==> config.mk <==
export PLATFORM = sky130hd
export DESIGN_NAME = ysyx_22050710_sram_arbiter_flat
export DESIGN_NICKNAME = d
export VERILOG_FILES = /design/src/rtl/ysyx_22050710_sram_arbiter_if.sv /design/src/rtl/ysyx_22050710_sram_arbiter.sv /design/src/flat_wrapper.sv
export SDC_FILE = /design/constraint.sdc
export NUM_CORES = 1
export LEC_CHECK = 0
export ABC_AREA = 0
export BUFFER_PORTS_ARGS = -buffer_cell sky130_fd_sc_hd__clkbuf_2
export CORE_AREA = 2 2 243 245
export CTS_BUF_LIST = sky130_fd_sc_hd__clkbuf_8
export DETAILED_ROUTE_END_ITERATION = 8
export DIE_AREA = 0 0 245 247
export PLACE_DENSITY = 0.3
export SLEW_MARGIN = 20
export SYNTH_ARGS = -nofsm -noshare
export SYNTH_HDL_FRONTEND = slang
export SYNTH_SLANG_ARGS = --single-unit
==> constraint.sdc <==
create_clock -name i_clk -period 4.6 [get_ports i_clk]
set_input_delay 0.69 -clock i_clk [delete_from_list [all_inputs] [get_ports i_clk]]
set_output_delay 0.69 -clock i_clk [all_outputs]
set_load 0.02 [all_outputs]
==> src/rtl/ysyx_22050710_sram_arbiter_if.sv <==
// SRAM-like bus (req/addr_ok/data_ok). One instance per port.
// The master modport issues requests and the slave modport answers them.
interface ysyx_22050710_sram_arbiter_if #(
  parameter int WORD_WD      = 64,
  parameter int SRAM_DATA_WD = 64
);
  logic                      req;
  logic                      wr;
  logic [2:0]                size;
  logic [SRAM_DATA_WD/8-1:0] wstrb;
  logic [WORD_WD-1:0]        addr;
  logic [SRAM_DATA_WD-1:0]   wdata;
  logic                      addr_ok;
  logic                      data_ok;
  logic [SRAM_DATA_WD-1:0]   rdata;

  modport master (output req, wr, size, wstrb, addr, wdata,
                  input  addr_ok, data_ok, rdata);
  modport slave  (input  req, wr, size, wstrb, addr, wdata,
                  output addr_ok, data_ok, rdata);
endinterface

==> src/rtl/ysyx_22050710_sram_arbiter.sv <==
// Two-master (fetch, LSU) to one-slave SRAM-bus arbiter.
// Requests are granted data-first, and an in-order owner FIFO steers the responses back to the right master.
module ysyx_22050710_sram_arbiter #(
  parameter int WORD_WD         = 64,
  parameter int SRAM_DATA_WD    = 64,
  parameter int MAX_OUTSTANDING = 2,
  parameter int STARVE_LIMIT    = 4
) (
  input  logic                          i_clk,
  input  logic                          i_rst,
  ysyx_22050710_sram_arbiter_if.slave   inst_if,
  ysyx_22050710_sram_arbiter_if.slave   data_if,
  ysyx_22050710_sram_arbiter_if.master  mem_if
);
  localparam int PW = (MAX_OUTSTANDING > 1) ? $clog2(MAX_OUTSTANDING) : 1;
  localparam int CW = $clog2(MAX_OUTSTANDING + 1);
  localparam int SW = $clog2(STARVE_LIMIT + 1);
  localparam logic [CW-1:0] CNT_MAX  = CW'(MAX_OUTSTANDING);
  localparam logic [PW-1:0] PTR_LAST = PW'(MAX_OUTSTANDING - 1);
  localparam logic [SW-1:0] STV_MAX  = SW'(STARVE_LIMIT);

  logic [MAX_OUTSTANDING-1:0] owner_q, owner_d;
  logic [PW-1:0]              wr_ptr_q, wr_ptr_d, rd_ptr_q, rd_ptr_d;
  logic [CW-1:0]              cnt_q, cnt_d;
  logic [SW-1:0]              starve_q, starve_d;

  logic full, starved, grant_data, grant_inst, fire, pop, head_data;

  function automatic logic [PW-1:0] ptr_inc(input logic [PW-1:0] p);
    return (p == PTR_LAST) ? '0 : p + 1'b1;
  endfunction

  // Grant looks only at the registered count, so no path runs from i_data_ok to o_req.
  assign full       = (cnt_q == CNT_MAX);
  assign starved    = inst_if.req && (starve_q == STV_MAX);
  assign grant_data = !i_rst && !full && data_if.req && !starved;
  assign grant_inst = !i_rst && !full && inst_if.req && !grant_data;
  assign fire       = (grant_data || grant_inst) && mem_if.addr_ok;
  assign pop        = mem_if.data_ok && (cnt_q != '0);
  assign head_data  = owner_q[rd_ptr_q];

  assign mem_if.req   = grant_data || grant_inst;
  assign mem_if.wr    = grant_data && data_if.wr;
  assign mem_if.size  = grant_data ? data_if.size  : (grant_inst ? 3'd2 : 3'd0);
  assign mem_if.wstrb = grant_data ? data_if.wstrb : '0;
  assign mem_if.addr  = grant_data ? data_if.addr  : (grant_inst ? inst_if.addr : '0);
  assign mem_if.wdata = grant_data ? data_if.wdata : '0;

  assign data_if.addr_ok = grant_data && mem_if.addr_ok;
  assign inst_if.addr_ok = grant_inst && mem_if.addr_ok;
  assign data_if.data_ok = pop && head_data;
  assign inst_if.data_ok = pop && !head_data;
  assign data_if.rdata   = (pop && head_data)  ? mem_if.rdata : '0;
  assign inst_if.rdata   = (pop && !head_data) ? mem_if.rdata : '0;

  // The fetch port is read-only and always issues words, so its payload fields are not used.
  logic unused_inst_payload;
  assign unused_inst_payload = ^{inst_if.wr, inst_if.size, inst_if.wstrb, inst_if.wdata};

  always_comb begin
    owner_d  = owner_q;
    wr_ptr_d = wr_ptr_q;
    rd_ptr_d = rd_ptr_q;
    cnt_d    = cnt_q;
    starve_d = starve_q;
    if (fire) begin
      owner_d[wr_ptr_q] = grant_data;
      wr_ptr_d          = ptr_inc(wr_ptr_q);
    end
    if (pop) rd_ptr_d = ptr_inc(rd_ptr_q);
    case ({fire, pop})
      2'b10:   cnt_d = cnt_q + 1'b1;
      2'b01:   cnt_d = cnt_q - 1'b1;
      default: cnt_d = cnt_q;
    endcase
    if (!inst_if.req || (grant_inst && mem_if.addr_ok))
      starve_d = '0;
    else if (grant_data && mem_if.addr_ok && (starve_q != STV_MAX))
      starve_d = starve_q + 1'b1;
  end

  always_ff @(posedge i_clk or posedge i_rst) begin
    if (i_rst) begin
      owner_q  <= '0;
      wr_ptr_q <= '0;
      rd_ptr_q <= '0;
      cnt_q    <= '0;
      starve_q <= '0;
    end else begin
      owner_q  <= owner_d;
      wr_ptr_q <= wr_ptr_d;
      rd_ptr_q <= rd_ptr_d;
      cnt_q    <= cnt_d;
      starve_q <= starve_d;
    end
  end
endmodule
==> src/flat_wrapper.sv <==
// flat-port wrapper written by rule: the top's interface ports become plain ports
module ysyx_22050710_sram_arbiter_flat 
#(
  parameter int WORD_WD         = 64,
  parameter int SRAM_DATA_WD    = 64,
  parameter int MAX_OUTSTANDING = 2,
  parameter int STARVE_LIMIT    = 4
)
  (i_clk, i_rst, inst_if_req, inst_if_wr, inst_if_size, inst_if_wstrb, inst_if_addr, inst_if_wdata, inst_if_addr_ok, inst_if_data_ok, inst_if_rdata, data_if_req, data_if_wr, data_if_size, data_if_wstrb, data_if_addr, data_if_wdata, data_if_addr_ok, data_if_data_ok, data_if_rdata, mem_if_req, mem_if_wr, mem_if_size, mem_if_wstrb, mem_if_addr, mem_if_wdata, mem_if_addr_ok, mem_if_data_ok, mem_if_rdata);
  ysyx_22050710_sram_arbiter_if #(.WORD_WD(WORD_WD), .SRAM_DATA_WD(SRAM_DATA_WD)) inst_if_i ();
  ysyx_22050710_sram_arbiter_if #(.WORD_WD(WORD_WD), .SRAM_DATA_WD(SRAM_DATA_WD)) data_if_i ();
  ysyx_22050710_sram_arbiter_if #(.WORD_WD(WORD_WD), .SRAM_DATA_WD(SRAM_DATA_WD)) mem_if_i ();
  input  logic i_clk;
  input  logic i_rst;
  input wire logic [$bits(inst_if_i.req)-1:0] inst_if_req;
  input wire logic [$bits(inst_if_i.wr)-1:0] inst_if_wr;
  input wire logic [$bits(inst_if_i.size)-1:0] inst_if_size;
  input wire logic [$bits(inst_if_i.wstrb)-1:0] inst_if_wstrb;
  input wire logic [$bits(inst_if_i.addr)-1:0] inst_if_addr;
  input wire logic [$bits(inst_if_i.wdata)-1:0] inst_if_wdata;
  output wire logic [$bits(inst_if_i.addr_ok)-1:0] inst_if_addr_ok;
  output wire logic [$bits(inst_if_i.data_ok)-1:0] inst_if_data_ok;
  output wire logic [$bits(inst_if_i.rdata)-1:0] inst_if_rdata;
  input wire logic [$bits(data_if_i.req)-1:0] data_if_req;
  input wire logic [$bits(data_if_i.wr)-1:0] data_if_wr;
  input wire logic [$bits(data_if_i.size)-1:0] data_if_size;
  input wire logic [$bits(data_if_i.wstrb)-1:0] data_if_wstrb;
  input wire logic [$bits(data_if_i.addr)-1:0] data_if_addr;
  input wire logic [$bits(data_if_i.wdata)-1:0] data_if_wdata;
  output wire logic [$bits(data_if_i.addr_ok)-1:0] data_if_addr_ok;
  output wire logic [$bits(data_if_i.data_ok)-1:0] data_if_data_ok;
  output wire logic [$bits(data_if_i.rdata)-1:0] data_if_rdata;
  output wire logic [$bits(mem_if_i.req)-1:0] mem_if_req;
  output wire logic [$bits(mem_if_i.wr)-1:0] mem_if_wr;
  output wire logic [$bits(mem_if_i.size)-1:0] mem_if_size;
  output wire logic [$bits(mem_if_i.wstrb)-1:0] mem_if_wstrb;
  output wire logic [$bits(mem_if_i.addr)-1:0] mem_if_addr;
  output wire logic [$bits(mem_if_i.wdata)-1:0] mem_if_wdata;
  input wire logic [$bits(mem_if_i.addr_ok)-1:0] mem_if_addr_ok;
  input wire logic [$bits(mem_if_i.data_ok)-1:0] mem_if_data_ok;
  input wire logic [$bits(mem_if_i.rdata)-1:0] mem_if_rdata;
  assign inst_if_i.req = inst_if_req;
  assign inst_if_i.wr = inst_if_wr;
  assign inst_if_i.size = inst_if_size;
  assign inst_if_i.wstrb = inst_if_wstrb;
  assign inst_if_i.addr = inst_if_addr;
  assign inst_if_i.wdata = inst_if_wdata;
  assign inst_if_addr_ok = inst_if_i.addr_ok;
  assign inst_if_data_ok = inst_if_i.data_ok;
  assign inst_if_rdata = inst_if_i.rdata;
  assign data_if_i.req = data_if_req;
  assign data_if_i.wr = data_if_wr;
  assign data_if_i.size = data_if_size;
  assign data_if_i.wstrb = data_if_wstrb;
  assign data_if_i.addr = data_if_addr;
  assign data_if_i.wdata = data_if_wdata;
  assign data_if_addr_ok = data_if_i.addr_ok;
  assign data_if_data_ok = data_if_i.data_ok;
  assign data_if_rdata = data_if_i.rdata;
  assign mem_if_req = mem_if_i.req;
  assign mem_if_wr = mem_if_i.wr;
  assign mem_if_size = mem_if_i.size;
  assign mem_if_wstrb = mem_if_i.wstrb;
  assign mem_if_addr = mem_if_i.addr;
  assign mem_if_wdata = mem_if_i.wdata;
  assign mem_if_i.addr_ok = mem_if_addr_ok;
  assign mem_if_i.data_ok = mem_if_data_ok;
  assign mem_if_i.rdata = mem_if_rdata;
  ysyx_22050710_sram_arbiter #(.WORD_WD(WORD_WD), .SRAM_DATA_WD(SRAM_DATA_WD), .MAX_OUTSTANDING(MAX_OUTSTANDING), .STARVE_LIMIT(STARVE_LIMIT)) u_core (.i_clk(i_clk), .i_rst(i_rst), .inst_if(inst_if_i), .data_if(data_if_i), .mem_if(mem_if_i));
endmodule
==> impl_metrics.ini <==
[logic_synthesis]
ys.flop_type = dfrtp_1
syn_area_per_cell_um2 = 6.00
netlist_area_um2 = 3070
ys_seq_area_share_pct = 7.33
synth-edff-count = 0
async_flop_share_pct = 100
syn-num-nets = 865
ys_ff_latch = 9
synth_cells = 512
yosysWarnings = 0
yosys.cell_types.count = 36

[timing]
rsz0062_at_grt = false
setup_viol = 0
fin_crit_ns = 3.33
tns_ns = 0
hold_ws_ns = 0.450
tightest_slew_ns = 1.00
relSlewSlack_pct = 33.0
final-max-slew-violation-count = 0
skew_ns = 0.00131
finalHoldViolCount = 0
fmax_mhz = 300
finalCritPeriodShare_pct = 72.5

[grt]
grt_remaining_overflow = 0
antenna_found_initial = 5
grt_pass1_vias = 5019
grtUsageTotal_pct = 6.37
grt_start_max_net_pins = 79
grt_pass1_wl_mm = 29.8

[hold_path]
min_path_type = in2async

[critical_path]
worstPathArrival_ns = 2.64
worstSetupEndpointType = primary output
cp_max_fo = 38
r2r_slack_ns = 2.55
worstPathRequired_ns = 3.91
startpoint = u_core.starve_q[0]$_DFFE_PP0P_
timing.rr.start = u_core.starve_q[0]$_DFFE_PP0P_
start_kind = flop
critical_path_class = reg2out

[cts]
cts_buffers = 3
path_clk_slew_ns = 0.05
cts_resized = 0
clock_path_buffers = 2
htreeDepth = 1
clk-insertion-delay-late_ns = 0.23
cts_hold_buffers = 0
cts_sinks = 9
root_buffer = clkbuf_8
post_cts_buffers = 0
cts_tree = built

[detailed_routing]
antenna_left = 0
drtIter0Drc = 157
first_pass_iters = 4
wire_per_inst_um = 12.4
vias_per_cell = 3.06
vias = 5465
drc = 0
finalWirelength_mm = 22.1

[die]
chipWidth_um = 245
start_util_pct = 5.28
fp.dieArea_um2 = 60500
core_um2 = 58200
die_h_um = 247
io_pins = 623
rows = 89

[layout]
utilization_pct = 11.4
drive_above_1_share_pct = 56.0
antenna_cells = 0
area_growth_syn_to_layout_pct = 116
fin_nets = 1366

[placed_design]
hpwl_mm = 18.9
gp_congestion = 0.689
port_buffers = 546

[power]
leakagePower_nw = 3.57
peakVddDrop_uv = 114
p_per_area_nw_per_um2 = 289

[status]
status = complete, no violations

[job]
cap_violations = 0
final timing paths:
| path | end | depth (start not counted) |
|---|---|---|
| setup / recovery | mem_if_addr[53] | 7 |
| hold / removal | u_core.wr_ptr_q$_DFFE_PP0N_ | 3 |
| setup reg to reg | u_core.starve_q[1]$_DFFE_PP0P_ | 5 |
| hold reg to reg | u_core.owner_q[0]$_DFFE_PP0P_ | 1 |
| max in group asynchronous | u_core.owner_q[0]$_DFFE_PP0P_ | 3 |
| min in group i_clk | u_core.owner_q[0]$_DFFE_PP0P_ | 1 |
stage by stage:
step           setup slack, ns  power [mW]  instance area [um^2]  instances
2_1_floorplan             2.08        1.21                  3070        512
3_3_place_gp              1.38        1.88                  6610       1781
3_5_place_dp              1.36        1.86                  6610       1781
4_1_cts                   1.24        1.95                  6650       1785
5_1_grt                   1.08        2.08                  6650       1785
6_report                  1.27        1.92                  6650       1785
cells by family (layout without fill, tap and decap cells):
group	count (synthesis)	in the layout	synth area share [%]
simple gates	354	354	66.6
compound gates	76	76	13.4
mux	1	1	0.326
xor+xnor	5	5	1.42
fa+ha+maj	3	3	1.22
buf+inv	64	564	9.69
flops	9	9	7.33
cell usage after synthesis, types with 2 or more instances:
library cell	number	area share, %
a21oi_1	66	11
and2_1	204	42
buf_1	4	0.49
buf_2	15	2.4
buf_4	2	0.49
buf_6	3	1.1
clkbuf_1	28	3.4
clkbuf_2	7	1.1
dfrtp_1	9	7.3
ha_1	3	1.2
inv_1	5	0.61
nand2_1	4	0.49
nand2b_1	2	0.41
nand3_1	129	21
nor2_1	5	0.61
nor2b_1	2	0.41
o21ai_0	2	0.33
xnor2_1	4	1.1
placed cells by master (no fill, tap or decap):
| cell | Yosys | final |
|---|---|---|
| or4_1 | 1 | 1 |
| nor3b_1 | 1 | 1 |
| buf_12 | 0 | 1 |
| a21oi_1 | 66 | 66 |
| nand2_1 | 4 | 3 |
| o311ai_0 | 1 | 1 |
| or3_1 | 1 | 1 |
| nor4_1 | 1 | 1 |
| a21bo_2 | 0 | 1 |
| xor2_1 | 1 | 1 |
| nand2b_1 | 2 | 2 |
| ha_1 | 3 | 3 |
| nand3_1 | 129 | 128 |
| a31o_2 | 1 | 1 |
| nor2_4 | 0 | 1 |
| nand4b_1 | 1 | 1 |
| and4_4 | 1 | 1 |
| nor2_1 | 5 | 4 |
| a32o_1 | 1 | 1 |
| o21a_1 | 1 | 1 |
| clkbuf_8 | 0 | 3 |
| nor2b_4 | 0 | 1 |
| a21boi_1 | 1 | 1 |
| o21ai_0 | 2 | 2 |
| mux2i_1 | 1 | 1 |
| nor2b_1 | 2 | 1 |
| buf_4 | 2 | 8 |
| dfrtp_1 | 9 | 9 |
| xnor2_1 | 4 | 4 |
| nand2_2 | 0 | 1 |
| o21ai_2 | 1 | 1 |
| inv_1 | 5 | 6 |
| or4b_1 | 1 | 1 |
| o41a_1 | 1 | 1 |
| and2_1 | 204 | 204 |
| nand3_4 | 0 | 1 |
| clkbuf_2 | 7 | 546 |
| nor2b_2 | 1 | 1 |
final cells by class:
class	instances	area, um^2
fillers	6858	51600
repair buffers	555	2810
multi-input cells	439	2580
well taps	773	967
flip-flops and latches	9	225
clock buffers	3	41.3
inverters	5	18.8
clock inverters	1	3.75
per-layer routing:
| metal | global-route usage (%) | wire length [um] | up-vias |
|---|---|---|---|
| met5 | 0 | 0 | - |
| met4 | 0.681 | 180 | 0 |
| met3 | 0.836 | 1560 | 14 |
| met2 | 12.5 | 11500 | 332 |
| met1 | 7.43 | 8820 | 2413 |
| li1 | - | - | 2706 |
power by group:
| group | leakage, nW | internal, mW | switching (mW) | total, mW |
|---|---|---|---|---|
| logic | 3.43 | 0.595 | 1.10 | 1.69 |
| clock network | 0.0269 | 0.0583 | 0.0326 | 0.0908 |
| registers | 0.113 | 0.108 | 0.0295 | 0.138 |
state kept, by name (all words and copies together) (netlist names):
name             flops
u_core.cnt_q         2
u_core.rd_ptr_q      1
u_core.wr_ptr_q      1
u_core.starve_q      3
u_core.owner_q       2
critical path, cell delays in order, from the launching register on:
cell and delay [ns]:
dfrtp_1 0.40, inv_1 0.09, ha_1 0.25, a21bo_2 0.78, buf_12 0.27, nand3_1 0.09, a21oi_1 0.27, clkbuf_2 0.22
No activity file was read; power rests on OpenSTA's default activity.
